==> config.mk <==
export PLATFORM = sky130hd
export DESIGN_NAME = sdm_sample_feeder
export DESIGN_NICKNAME = d
export VERILOG_FILES = /design/src/rtl/sdm_sample_feeder.sv
export SDC_FILE = /design/constraint.sdc
export NUM_CORES = 1
export LEC_CHECK = 0
export CORE_UTILIZATION = 60
export DETAILED_ROUTE_END_ITERATION = 6
export PLACE_DENSITY_LB_ADDON = 0.12
export SYNTH_ARGS = -nofsm -noshare
export SYNTH_HDL_FRONTEND = slang
export SYNTH_SLANG_ARGS = --single-unit
==> constraint.sdc <==
create_clock -name clk -period 5.8 [get_ports clk]
set_clock_uncertainty 0.2 [all_clocks]
set_input_delay 1.16 -clock clk [delete_from_list [all_inputs] [get_ports clk]]
set_output_delay 1.16 -clock clk [all_outputs]
set_load 0.05 [all_outputs]
==> src/rtl/sdm_sample_feeder.sv <==
// Sample FIFO and release timer feeding the sdm_2o modulator input.
// Define SDM_FEEDER_LINEAR_INTERP_EN to ramp linearly between samples instead of zero-order hold.
module sdm_sample_feeder #(
    parameter int DW = 16,
    parameter int AW = 3,
    parameter int CW = 15
) (
    input  logic          clk,
    input  logic          rst_n,
    input  logic          en,
    input  logic [3:0]    osr_log2,
    input  logic          in_valid,
    input  logic [DW-1:0] in_data,
    output logic          in_ready,
    output logic [DW-1:0] out_data,
    output logic          out_strobe,
    output logic [AW:0]   level,
    output logic          underflow,
    input  logic          underflow_clr
);

    localparam int DEPTH = 1 << AW;
    localparam logic [AW:0]   FULL_LVL = {1'b1, {AW{1'b0}}};
    localparam logic [DW-1:0] MIDSCALE = {1'b1, {(DW-1){1'b0}}};

    logic [DW-1:0] mem_r [DEPTH];
    logic [AW-1:0] wr_ptr_r;
    logic [AW-1:0] rd_ptr_r;
    logic [AW:0]   level_r;
    logic [CW-1:0] cnt_r;
    logic [DW-1:0] out_data_r;
    logic          out_strobe_r;
    logic          underflow_r;

    logic [CW-1:0] mask_s;
    logic          tick_s;
    logic          push_s;
    logic          pop_s;
    logic          in_ready_s;
    logic [DW-1:0] head_s;

`ifdef SDM_FEEDER_LINEAR_INTERP_EN
    logic [DW-1:0]        tgt_r;
    logic signed [DW:0]   step_r;
    logic signed [DW:0]   diff_s;
    logic signed [DW+1:0] sum_s;
    logic signed [DW+1:0] tgt_ext_s;
    logic [DW-1:0]        ramp_s;
`endif

    // Release period mask: low osr_log2 bits set, saturating at CW bits.
    always_comb begin
        mask_s = '0;
        for (int i = 0; i < CW; i++) begin
            if (i < int'(osr_log2)) begin
                mask_s[i] = 1'b1;
            end else begin
                mask_s[i] = 1'b0;
            end
        end
    end

    // in_ready looks only at registered occupancy, so a same-cycle pop never frees a full FIFO.
    assign in_ready_s = (level_r != FULL_LVL);
    assign tick_s     = en && ((cnt_r & mask_s) == mask_s);
    assign push_s     = in_valid && in_ready_s;
    assign pop_s      = tick_s && (level_r != '0);
    assign head_s     = mem_r[rd_ptr_r];

    assign in_ready   = in_ready_s;
    assign out_data   = out_data_r;
    assign out_strobe = out_strobe_r;
    assign level      = level_r;
    assign underflow  = underflow_r;

`ifdef SDM_FEEDER_LINEAR_INTERP_EN
    // Next ramp value, clamped at the target so floor rounding of step cannot overshoot.
    always_comb begin
        diff_s    = $signed({1'b0, head_s}) - $signed({1'b0, tgt_r});
        sum_s     = $signed({2'b00, out_data_r}) + $signed({step_r[DW], step_r});
        tgt_ext_s = $signed({2'b00, tgt_r});
        if (!step_r[DW] && (step_r != '0) && (sum_s > tgt_ext_s)) begin
            ramp_s = tgt_r;
        end else if (step_r[DW] && (sum_s < tgt_ext_s)) begin
            ramp_s = tgt_r;
        end else begin
            ramp_s = sum_s[DW-1:0];
        end
    end
`endif

    // FIFO storage; contents need no reset because the pointers define validity.
    always_ff @(posedge clk) begin
        if (push_s) begin
            mem_r[wr_ptr_r] <= in_data;
        end
    end

    // Pointers and occupancy.
    always_ff @(posedge clk or negedge rst_n) begin
        if (!rst_n) begin
            wr_ptr_r <= '0;
            rd_ptr_r <= '0;
            level_r  <= '0;
        end else begin
            if (push_s) begin
                wr_ptr_r <= wr_ptr_r + 1'b1;
            end
            if (pop_s) begin
                rd_ptr_r <= rd_ptr_r + 1'b1;
            end
            case ({push_s, pop_s})
                2'b10:   level_r <= level_r + 1'b1;
                2'b01:   level_r <= level_r - 1'b1;
                default: level_r <= level_r;
            endcase
        end
    end

    // Oversampling counter; held at zero while disabled so re-enable starts a full period.
    always_ff @(posedge clk or negedge rst_n) begin
        if (!rst_n) begin
            cnt_r <= '0;
        end else if (en) begin
            cnt_r <= cnt_r + 1'b1;
        end else begin
            cnt_r <= '0;
        end
    end

    // Sticky underflow; a new empty release wins over a simultaneous clear.
    always_ff @(posedge clk or negedge rst_n) begin
        if (!rst_n) begin
            underflow_r <= 1'b0;
        end else if (tick_s && (level_r == '0)) begin
            underflow_r <= 1'b1;
        end else if (underflow_clr) begin
            underflow_r <= 1'b0;
        end else begin
            underflow_r <= underflow_r;
        end
    end

    // Output sample register and release strobe.
    always_ff @(posedge clk or negedge rst_n) begin
        if (!rst_n) begin
            out_data_r   <= MIDSCALE;
            out_strobe_r <= 1'b0;
`ifdef SDM_FEEDER_LINEAR_INTERP_EN
            tgt_r        <= MIDSCALE;
            step_r       <= '0;
`endif
        end else begin
            out_strobe_r <= tick_s;
            if (tick_s) begin
`ifdef SDM_FEEDER_LINEAR_INTERP_EN
                out_data_r <= tgt_r;
                if (pop_s) begin
                    tgt_r  <= head_s;
                    step_r <= diff_s >>> osr_log2;
                end else begin
                    step_r <= '0;
                end
`else
                if (pop_s) begin
                    out_data_r <= head_s;
                end else begin
                    out_data_r <= out_data_r;
                end
`endif
            end else if (en) begin
`ifdef SDM_FEEDER_LINEAR_INTERP_EN
                out_data_r <= ramp_s;
`else
                out_data_r <= out_data_r;
`endif
            end else begin
                out_data_r <= out_data_r;
            end
        end
    end

endmodule

==> results of run 1 <==
-- worst reg2reg max path: cells and delay by family, from the launching register on --
family,cells,cell delay [ps]
adders and majority gates,2,490
AOI/OAI and AO/OA,2,350
DFF,1,450
buffers and inverters,3,660
and+or+nand+nor,3,860
xor gates and xnor gates,2,270
-- cells in the final DEF, fill, tap and decap left out, drive strengths merged, types with 2 or more instances in the layout --
master         instances
edfxtp               128
clkdlybuf4s50         46
dfrtp                 42
mux2                  34
mux4                  32
clkbuf                20
xnor2                 16
inv                   15
and2                  14
buf                   11
nand3                 10
nand2                  7
nor3                   7
nor2                   6
ha                     6
xor2                   5
o21ai                  5
nand2b                 4
nand4                  4
and3                   3
nor2b                  3
a21oi                  3
clkinv                 3
and4                   2
clkinvlp               2
bufinv                 2
nor4                   2
-- sequential cells by signal, indices dropped and copies added, names as in the netlist --
register    flops
cnt_r          15
level           4
mem_r         128
out_data       16
out_strobe      1
rd_ptr_r        3
underflow       1
wr_ptr_r        3
-- power groups by stage --
stage	Clock [W]	Combinational [W]	Sequential, W
after floorplan	0	0.000218	0.00163
after global placement	0	0.000442	0.00158
after detailed placement	0	0.000452	0.00159
after CTS	0.00114	0.000454	0.00156
after global routing	0.00119	0.000483	0.00158
final	0.00113	0.000447	0.00156
-- cell type report --
class | instances | area [um2] | share of cell area, %
timing repair buffer | 57 | 541 | 6.57
inverter | 10 | 37.5 | 0.457
clock inverter | 12 | 135 | 1.64
tap | 140 | 175 | 2.13
clock buffer | 20 | 457 | 5.55
sequential | 171 | 4920 | 59.9
multi-input combinational | 177 | 1950 | 23.8
-- synth_stat cells, types with 2 or more instances --
cell type	n	area, um2
nand4_1	3	18.8
dfrtp_1	42	1050
mux2_2	26	293
nand3_1	10	50.1
and4_1	2	17.5
mux2_4	8	120
nor2b_1	3	18.8
a21oi_1	3	15.0
o21ai_0	5	25.0
edfxtp_1	128	3840
nand2_1	7	26.3
xor2_1	5	43.8
nor2_1	6	22.5
inv_1	10	37.5
nor3_1	6	30.0
ha_1	6	75.1
buf_2	4	20.0
xnor2_1	16	140
mux4_2	32	721
nand2b_1	4	25.0
and3_1	3	18.8
clkbuf_1	8	30.0
nor4_1	2	12.5
and2_1	14	87.6
-- stage by stage --
step                      std cells  hold slack (ps)  cell area [um2]  utilization [%]
after CTS                       587              323             8220             74.2
after detailed placement        555              302             7630             68.9
after global routing            587              342             8220             74.2
after floorplan                 371              289             6950                -
final                           587              315             8220             74.2
after global placement          555              295             7630             68.9
-- logic make-up after synthesis --
kind of cell,synth area share (%)
AOI/OAI and AO/OA,2.09
xor gates and xnor gates,2.65
adders and majority gates,1.37
buffers and inverters,1.42
DFF,70.8
muxes,16.5
and+or+nand+nor,5.17
-- routing by layer --
metal | GRT usage, % | wire, um | vias to the layer above
met5 | 0 | 0 | -
met4 | 9.43 | 221 | 0
met3 | 6.46 | 621 | 13
met2 | 38.5 | 6320 | 94
met1 | 30.6 | 5490 | 1809
li1 | - | - | 1587
-- worst max-delay path by stage --
| stage | endpoint | cells after the start | start | slack (ps) |
|---|---|---|---|---|
| after global placement | level[3] | 13 | en | 1380 |
| after global routing | level[3] | 13 | en | 1540 |
| after CTS | level[3] | 13 | en | 1720 |
| after detailed placement | level[3] | 13 | en | 1290 |
| final | level[3] | 13 | en | 1720 |
| after floorplan | level[3] | 14 | osr_log2[1] | 2020 |
==> results.txt, run 1 <==
----------------------------------------------------
[Floorplanning]
  Count of boundary I/O pins ... 48
  Placeable core region ... roughly 11000 um2
  Die Outline Area ... 12000 um2
  Die Width ... around 110 um
  Die height ... ~110 um
  Starting utilization of the core area ... ~63%
  Number of cell rows ... 38

[Global routing]
  Pin count of the biggest net entering global routing ... 44
  Vias in the first global route ... between 3000 and 4000
  Total congestion overflow ... 0
  Gr usage total ... between 20% and 30%
  Number of antenna violations at the first check in global routing ... 0
  Global-route wire length before repair ... approximately 20 mm

[Critical path]
  Capturing element type of the critical path ... flip-flop
  Startpoint kind of the worst setup timing path ... primary input
  Critical path start-end classification ... in -> reg
  Delay of the slowest cell on the worst path ... 740 ps
  Worst path arrival time ... 4190 ps
  Critical Path Slowest Stage Cell ... clkdlybuf4s50_1
  CP cell instances ... clkdlybuf4s50_1 -> o2111ai_1 -> a311oi_2 -> nand4_4 -> buf_4 -> inv_1 -> ha_1 -> ha_1 -> a21o_1 -> a21oi_1 -> xnor2_1 -> nor2_1 -> xor2_1
  Cell family contributing the most delay on the critical path ... buffers and inverters
  Largest fanout on the critical path ... 19
  Logic depth of the worst register-to-register path ... 12
  Destination of the worst register-to-register timing path ... level[3]
  Source of the worst register-to-register timing path ... level[0]
  Cell seen most often among critical-path stages ... ha_1
  Required time at the worst-slack endpoint ... 5910 ps
  Number of buffer and inverter stages on the critical path ... 3
  Internal reg-to-reg setup slack ... 2420 ps

[Route]
  Drc violations ... 0
  Count of antenna-violating nets left after detailed routing ... 0
  Final Routed Wirelength ... 12.7 mm
  Via/cell ratio ... just under 6
  Initial drt markers ... roughly 250
  Routed via count ... approximately 3500
  Detailed-route wire length per cell ... 21.6 um
  Detailed Routing Iterations Pass 1 ... 4

[Final layout]
  Relative area change from synthesis to final layout ... 18.4%
  # fillers ... 668
  Fraction of final layout cells sized beyond drive strength 1 ... a little over a quarter
  Count of inserted antenna diode cells ... 0
  Layout Nets ... 466

[Synth]
  Combined area of all synthesized cells ... roughly 6900 um2
  Post-synthesis net count ... 403
  Async set or reset register ratio after synthesis ... roughly a quarter
  Flops & latches, synth ... 171
  Instance count of the mapped netlist ... between 300 and 400
  Average cell area after synthesis ... roughly 19 um2
  Sequential share of the synthesized area ... around 71%
  Predominant post-synthesis flop cell ... edfxtp_1
  Post-synth EDFFs ... approximately 130
  Synthesis Warnings ... 0
  Number of distinct library cells after synthesis ... 42

[Min path]
  Min-Delay Path Depth ... 1
  Hold worst-path end ... out_data[0]
  Kind of path behind the tightest hold check ... reg -> reg
  Source of the worst hold timing path ... out_data[0]

[CTS]
  Cell chosen for the clock root ... clkbuf_16
  Cts hold-fix bufs ... 0
  Number of H-tree levels ... 4
  Number of CTS-inserted buffers ... 17
  Number of resized instances in the post-cts repair step ... 0
  Postcts setup bufs ... 0
  Clock transition at the register clock pins on the worst setup and hold paths after CTS ... ~60 ps
  TritonCTS clock tree ... done
  Number of clock sinks ... 171
  Number of buffers on the longest clock path ... 2
  Clock Latency Late Sink ... approximately 420 ps

[Power]
  Pwr per Cell Area ... between 300 and 400 nW/um2
  Share of total power in combinational logic ... 14.3%
  Part of the power in the clock network ... 35.9%
  Tot Pwr ... 0.00314 W
  Largest vdd supply drop ... between 0.3 and 0.4 mV
  Reg power frac ... between 40% and 50%
  P_sw ... roughly 0.00082 W
  Internal power ... between 0.002 and 0.0025 W
  Sw Ratio ... a little over a quarter
  Lkg Pwr ... slightly below 3 nW

[Flow run]
  Max-cap check violation count ... 0

[Place]
  Placement-stage worst setup slack ... around 1300 ps
  Gpl congestion ... just over 0.8
  Post-detail-place hpwl ... between 7 and 8 mm
  Number of I/O port buffers ... 47

[STA]
  Crit path setup slack, layout ... roughly 1700 ps
  Summed negative setup slack over all endpoints ... 0 ps
  Pins Over Slew Limit ... 0
  Worst slew slack as a fraction of its limit ... 29.8%
  Final worst path period need ... between 4000 and 5000 ps
  Total count of hold-check failures in the final report ... 0
  Actual slew at the worst max-slew pin ... around 1100 ps
  Final setup fails ... 0
  Final worst-path cycle share ... between 70% and 80%
  Highest attainable clock frequency ... approximately 0.25 GHz
  Setup repair after global routing missed its margin ... no

[Status]
  Outcome ... finished clean

----------------------------------------------------
(Power assumes the default switching activity.)
==> inputs of run 2 (changes only) <==
Settings changed: CORE_UTILIZATION 60 to 58.
Clock period 5.8 ns to 3.8 ns, I/O delays scaled along.
==> run 2 against run 1 <==
Die area grew 3.4%. Highest routed layer unchanged. Clock power grew 52%. Combinational power grew 51%. Sequential share of layout area shrank 0.29 points. Register-to-register slack lost 1500 ps. Final cell count grew 0.68%. The flow now finishes with violations (design-rule violations). Largest power group unchanged. Non-clock buffer count grew 1.
==> results.txt, run 2 (synthesis gave the netlist of run 1 again) <==
----------------------------------------------------
[Critical path]
  Required time at the worst-slack endpoint ... 3910 ps (-2000 ps)
  Delay of the slowest cell on the worst path ... 580 ps (-160 ps)
  Worst path arrival time ... 3440 ps (-750 ps)
  CP cell instances ... clkdlybuf4s50_1 -> nor3_2 -> o2111ai_1 -> a311oi_2 -> nand4_4 -> inv_1 -> ha_1 -> ha_1 -> a21o_1 -> a21oi_1 -> xnor2_1 -> nor2_1 -> xor2_1
  Path length in cells of the critical path ... 13 (unchanged)
  Capturing element type of the critical path ... flip-flop
  Number of buffer and inverter stages on the critical path ... 2 (-1)
  Destination of the worst register-to-register timing path ... level[3]
  Cell family contributing the most delay on the critical path ... compound AO/OA/AOI/OAI gates
  Startpoint kind of the worst setup timing path ... primary input
  Cell seen most often among critical-path stages ... ha_1
  Critical Path Slowest Stage Cell ... clkdlybuf4s50_1
  Largest fanout on the critical path ... 9 (-10)
  Source of the worst register-to-register timing path ... cnt_r[2]
  End point of the critical path ... level[3]
  Critical path start-end classification ... in -> reg
  Internal reg-to-reg setup slack ... 960 ps (-1460 ps)
  Logic depth of the worst register-to-register path ... 12 (unchanged)
  Timing startpoint of the critical path ... osr_log2[1]

[CTS]
  Clock transition at the register clock pins on the worst setup and hold paths after CTS ... 60 ps (about the same)
  Number of buffers on the longest clock path ... 2 (unchanged)
  Number of clock sinks ... 171 (unchanged)
  Clock Latency Late Sink ... 420 ps (about the same)
  Postcts setup bufs ... 0 (unchanged)
  TritonCTS clock tree ... done
  Number of CTS-inserted buffers ... 17 (unchanged)
  Number of H-tree levels ... 4 (unchanged)
  Cts hold-fix bufs ... 0 (unchanged)
  Number of resized instances in the post-cts repair step ... 0 (unchanged)
  Cell chosen for the clock root ... clkbuf_16

[Route]
  Count of antenna-violating nets left after detailed routing ... 0 (unchanged)
  Via/cell ratio ... 5.92 (-0.79%)
  Detailed-route wire length per cell ... 21.4 um (-0.57%)
  Detailed Routing Iterations Pass 1 ... 7 (+3)
  Final Routed Wirelength ... 12.7 mm (+0.11%)
  Initial drt markers ... 218 (-11%)
  Drc violations ... 4 (+4)
  Routed via count ... 3499 (-0.11%)

[Power]
  Largest vdd supply drop ... 0.426 mV (+29%)
  Pwr per Cell Area ... 579 nW/um2 (+52%)
  Lkg Pwr ... 2.98 nW (+0.60%)
  Tot Pwr ... 0.00479 W (+53%)

[Floorplanning]
  Die Width ... 111 um (+1.7%)
  Die Outline Area ... 12400 um2 (+3.4%)
  Count of boundary I/O pins ... 48 (unchanged)
  Die height ... 111 um (+1.7%)
  Number of cell rows ... 39 (+2.6%)
  Starting utilization of the core area ... 60.1% (-2.6 points)
  Placeable core region ... 11600 um2 (+4.4%)

[STA]
  Pins Over Slew Limit ... 0 (unchanged)
  Final worst path period need ... approximately 3300 ps
  Worst slew slack as a fraction of its limit ... 30.8% (+1.0 points)
  Final setup fails ... 0 (unchanged)
  Setup repair after global routing missed its margin ... no
  Total count of hold-check failures in the final report ... 0 (unchanged)
  Final worst-path cycle share ... slightly below 90%
  Summed negative setup slack over all endpoints ... 0 ps (unchanged)
  Highest attainable clock frequency ... roughly 0.3 GHz
  Actual slew at the worst max-slew pin ... 1040 ps (-15.5 ps)

[Status]
  Outcome ... complete, but fails checks
  Failing checks ... design-rule violations

[Final layout]
  Fraction of final layout cells sized beyond drive strength 1 ... 26.8% (-0.060 points)
  Number of flip-flops under the largest register name ... 128 (unchanged)
  Relative area change from synthesis to final layout ... 18.9%
  Count of inserted antenna diode cells ... 0 (unchanged)
  Leading cell types in the layout, fill and taps excluded ... 128 x edfxtp_1, 46 x clkdlybuf4s50_1, 40 x dfrtp_1
  Layout Nets ... 467 (+0.21%)
  Leading cell type in the layout, fill and taps excluded ... edfxtp_1
  # fillers ... 733 (+9.7%)
  Biggest register ... mem_r

[Global routing]
  Pin count of the biggest net entering global routing ... 44 (unchanged)
  Global-route wire length before repair ... 20.0 mm (+2.1%)
  Total congestion overflow ... 0 (unchanged)
  Gr usage total ... 22.5% (-1.1 points)
  Number of antenna violations at the first check in global routing ... 0 (unchanged)
  Vias in the first global route ... 3616 (-1.5%)

[Place]
  Post-detail-place hpwl ... 7.17 mm (+1.6%)
  Number of I/O port buffers ... 47 (unchanged)
  Gpl congestion ... 0.782 (-3.0%)

[Min path]
  Kind of path behind the tightest hold check ... reg -> reg

[Flow run]
  Max-cap check violation count ... 0 (unchanged)

----------------------------------------------------
==> run 2: cell count changes in the layout (fill, tap and decap cells not counted), sizes merged <==
| cell | change |
|---|---|
| bufinv | -2 |
| clkbuf | +6 |
| clkinvlp | -1 |
| buf | +1 |
| inv | -4 |
| clkinv | +1 |
==> run 2: per-layer routing <==
layer | GRT usage, % | part of all wire (%)
met1 | 29.1 | 43
met2 | 37.3 | 52
met3 | 5.61 | 3.8
met4 | 8.74 | 1.5
met5 | 0 | 0
==> run 2: report_power, final <==
group	leakage (nW)	switching, W	internal, W
Clock	0.297	0.000684	0.00103
Sequential	1.74	0.000122	0.00227
Combinational	0.948	0.000411	0.000266
==> run 2: area by class of cell <==
type / instances / area (um2) / share of cell area (%)
sequential: 171 / 4920 / 59.6
multi-input combinational: 177 / 1950 / 23.6
clock buffer: 26 / 564 / 6.83
timing repair buffer: 58 / 561 / 6.78
tap: 143 / 179 / 2.17
clock inverter: 6 / 43.8 / 0.530
inverter: 10 / 37.5 / 0.454
==> run 2: metrics by stage <==
| stage | setup slack, ps | cells | util (%) | hold slack (ps) | instance area [um2] |
|---|---|---|---|---|---|
| 4_1_cts | 480 | 591 | 71.4 | 307 | 8260 |
| 2_1_floorplan | 88.8 | 371 | - | 264 | 6950 |
| 3_5_place_dp | 38.1 | 559 | 66.2 | 293 | 7650 |
| 5_1_grt | 272 | 591 | 71.4 | 319 | 8260 |
| 6_report | 462 | 591 | 71.4 | 303 | 8260 |
| 3_3_place_gp | 165 | 559 | 66.2 | 288 | 7650 |
==> run 2: how the worst min path moves through the flow <==
stage | start | to | slack (ps) | cells after the start
2_1_floorplan | rst_n | cnt_r[0] | 260 | 0
3_3_place_gp | out_data[2] | out_data[2] | 290 | 1
3_5_place_dp | out_data[2] | out_data[2] | 290 | 1
4_1_cts | out_data[2] | out_data[2] | 310 | 1
5_1_grt | out_data[2] | out_data[2] | 320 | 1
6_report | out_data[2] | out_data[2] | 300 | 1
==> inputs of run 3 (changes only) <==
Settings changed: ABC_AREA set to 1, CORE_UTILIZATION 58 to 59.
==> run 3 against run 2 <==
The flow now finishes without violations. Largest cell class unchanged. Fmax increased by 4.2%. Via count increased by 44%. Non-clock buffer count increased by 5. Combinational power increased by 5.0%. Sequential power decreased by 2%. Hold slack got worse by 36 ps. Utilization increased by 0.091 points.
==> results.txt, run 3 <==
----------------------------------------------------
[CTS]
  Number of resized instances in the post-cts repair step ... 0 (unchanged)
  Postcts setup bufs ... 0 (unchanged)
  Number of buffers on the longest clock path ... 2 (unchanged)
  Number of CTS-inserted buffers ... 17 (unchanged)
  Number of H-tree levels ... 4 (unchanged)
  Cell chosen for the clock root ... clkbuf_16
  TritonCTS clock tree ... done
  Cts hold-fix bufs ... 0 (unchanged)
  Number of clock sinks ... 171 (unchanged)
  Clock transition at the register clock pins on the worst setup and hold paths after CTS ... 60 ps (about the same)
  Clock Latency Late Sink ... 420 ps (about the same)

[Floorplanning]
  Die Width ... 114 um (+2.3%)
  Starting utilization of the core area ... 61.1% (+1.0 points)
  Count of boundary I/O pins ... 48 (unchanged)
  Die Outline Area ... 13000 um2 (+4.7%)
  Placeable core region ... 12100 um2 (+4.7%)
  Die height ... 114 um (+2.3%)
  Number of cell rows ... 40 (+2.6%)

[Synth]
  Instance count of the mapped netlist ... 702 (+89%)
  Post-synthesis net count ... 734 (+82%)
  Ranking of synthesized cells by area ... edfxtp_1 52%, dfrtp_1 14%, nand2_1 9.6%
  Sequential share of the synthesized area ... 66.5% (-4.4 points)
  Post-synth EDFFs ... 128 (unchanged)
  Average cell area after synthesis ... 10.5 um2 (-44%)
  Predominant post-synthesis flop cell ... edfxtp_1
  Cell taking the most area after synthesis ... edfxtp_1
  Combined area of all synthesized cells ... 7400 um2 (+6.6%)
  Async set or reset register ratio after synthesis ... 25.1% (unchanged)
  Most frequently used cell type in the post-synthesis netlist ... nand2_1
  Share of the synthesized area in the top cell type ... 51.9% (-3.4 points)
  Flops & latches, synth ... 171 (unchanged)
  Most frequent cells after synthesis ... 190 x nand2_1, 128 x edfxtp_1, 93 x nor2_1, 60 x inv_1, 46 x o21ai_0
  Synthesis Warnings ... 0 (unchanged)
  Number of distinct library cells after synthesis ... 34 (-19%)

[Final layout]
  Layout Nets ... 784 (+68%)
  # fillers ... 886 (+21%)
  Leading cell type in the layout, fill and taps excluded ... nand2_1
  Footprint of the multi-input gates ... 2080 um2 (+6.5%)
  Relative area change from synthesis to final layout ... 17.0%
  Reg area ... 4920 um2 (about the same)
  Biggest register ... mem_r
  Fraction of final layout cells sized beyond drive strength 1 ... 7.72% (-19 points)
  Count of inserted antenna diode cells ... 0 (unchanged)
  Leading cell types in the layout, fill and taps excluded ... 190 x nand2_1, 128 x edfxtp_1, 93 x nor2_1
  Non-filler cells in the finished layout ... 932 (+58%)
  Number of flip-flops under the largest register name ... 128 (unchanged)

[Route]
  Via/cell ratio ... 5.40 (-8.8%)
  Count of antenna-violating nets left after detailed routing ... 0 (unchanged)
  Final Routed Wirelength ... 14.7 mm (+16%)
  Detailed-route wire length per cell ... 15.8 um (-26%)
  Detailed Routing Iterations Pass 1 ... 7 (unchanged)
  Drc violations ... 0 (-4)
  Routed via count ... 5034 (+44%)
  Initial drt markers ... 594 (+170%)

[Global routing]
  Pin count of the biggest net entering global routing ... 99 (+130%)
  Gr usage total ... 24.5% (+1.9 points)
  Global-route wire length before repair ... 23.7 mm (+19%)
  Total congestion overflow ... 0 (unchanged)
  Number of antenna violations at the first check in global routing ... 0 (unchanged)
  Vias in the first global route ... 4785 (+32%)

[Critical path]
  Logic depth of the worst register-to-register path ... 10 (-2)
  Critical path start-end classification ... in -> reg
  Critical Path Slowest Stage Cell ... clkdlybuf4s50_1
  Source of the worst register-to-register timing path ... level[1]
  Internal reg-to-reg setup slack ... 910 ps (-50 ps)
  Startpoint kind of the worst setup timing path ... primary input
  Worst path arrival time ... 3310 ps (-130 ps)
  Cell family contributing the most delay on the critical path ... simple AND/OR/NAND/NOR gates
  Required time at the worst-slack endpoint ... 3900 ps (about the same)
  Capturing element type of the critical path ... flip-flop
  CP cell instances ... clkdlybuf4s50_1 -> nor2_1 -> nand2_1 -> nand2_1 -> nand2_1 -> nand2_1 -> nand2_1 -> nor2_4 -> nand3_2 -> inv_1 -> ha_1 -> ha_1 -> a21oi_1 -> o21ai_0 -> xor2_1 -> mux2_2
  Delay of the slowest cell on the worst path ... 530 ps (-50 ps)
  Cell seen most often among critical-path stages ... nand2_1
  Destination of the worst register-to-register timing path ... level[3]
  Number of buffer and inverter stages on the critical path ... 2 (unchanged)
  Largest fanout on the critical path ... 7 (-2)

[STA]
  Summed negative setup slack over all endpoints ... 0 ps (unchanged)
  Total count of hold-check failures in the final report ... 0 (unchanged)
  Final worst path period need ... 3200 ps (-134 ps)
  Actual slew at the worst max-slew pin ... 1110 ps (+76.6 ps)
  Pins Over Slew Limit ... 0 (unchanged)
  Final worst-path cycle share ... 84.3% (-3.5 points)
  Setup repair after global routing missed its margin ... no
  Worst slew slack as a fraction of its limit ... 25.6% (-5.2 points)
  Highest attainable clock frequency ... 0.312 GHz (+4.2%)
  Final setup fails ... 0 (unchanged)

[Power]
  Pwr per Cell Area ... 566 nW/um2 (-2.4%)
  Largest vdd supply drop ... 0.360 mV (-16%)
  Lkg Pwr ... 3.54 nW (+19%)

[Place]
  Post-detail-place hpwl ... 8.81 mm (+23%)
  Number of I/O port buffers ... 47 (unchanged)
  # placed instances ... 901 (+61%)
  Gpl congestion ... 0.840 (+7.5%)

[Min path]
  Kind of path behind the tightest hold check ... in -> async

[Status]
  Outcome ... finished clean

[Flow run]
  Max-cap check violation count ... 0 (unchanged)

----------------------------------------------------
-- run 3: worst register-to-register path, delay by kind of cell, from the launching register on --
family          cells  cell delay, ps
buf+inv             1              70
flops               1             430
simple gates        3             870
fa+ha+maj           2             560
xor+xnor            1             150
compound gates      2             230
mux                 1             270
-- run 3: layout make-up --
cell class	count	share of cell area, %
sequential	171	56.8
clock buffer	18	4.95
clock inverter	13	2.30
timing repair buffer	63	6.76
tap	168	2.43
inverter	63	2.73
multi-input combinational	436	24.0
-- run 3: worst max-delay path by stage --
stage / from / to / cells past startpoint
2_1_floorplan: level[1] / mem_r[4][0] / 5
3_3_place_gp: osr_log2[3] / level[3] / 14
3_5_place_dp: osr_log2[1] / level[3] / 16
4_1_cts: osr_log2[1] / level[3] / 16
5_1_grt: osr_log2[1] / level[3] / 16
6_report: osr_log2[1] / level[3] / 16
-- run 3: logic make-up (layout without fill, tap and decap cells) --
logic type / after synthesis / after routing / synth area share, %
compound gates: 92 / 92 / 7.57
xor+xnor: 9 / 9 / 1.06
simple gates: 327 / 327 / 18.0
fa+ha+maj: 7 / 7 / 1.28
buf+inv: 95 / 157 / 5.41
flops: 171 / 171 / 66.5
mux: 1 / 1 / 0.152
-- run 3: layer usage --
| layer | routed length, um | global-route usage, % | vias up |
|---|---|---|---|
| li1 | - | - | 2463 |
| met5 | 0 | 0 | - |
| met2 | 7130 | 39.2 | 150 |
| met3 | 865 | 4.89 | 19 |
| met1 | 6500 | 32.9 | 2402 |
| met4 | 208 | 10.3 | 0 |
-- run 3: where the power goes --
part           leakage (nW)  switching (W)  internal, W
Clock                 0.309       0.000686      0.00116
Combinational          1.49       0.000487     0.000224
Sequential             1.74      0.0000860      0.00226
-- run 3: metrics by stage --
step / setup WS [ps] / power (W) / hold WS (ps) / utilization [%] / area, um2
after floorplan: 732 / 0.00281 / 255 / - / 7400
after global placement: 309 / 0.00306 / 254 / 66.3 / 8040
after detailed placement: 194 / 0.00309 / 258 / 66.3 / 8040
after CTS: 624 / 0.00492 / 274 / 71.5 / 8660
after global routing: 336 / 0.00506 / 282 / 71.5 / 8660
final: 596 / 0.00490 / 268 / 71.5 / 8660
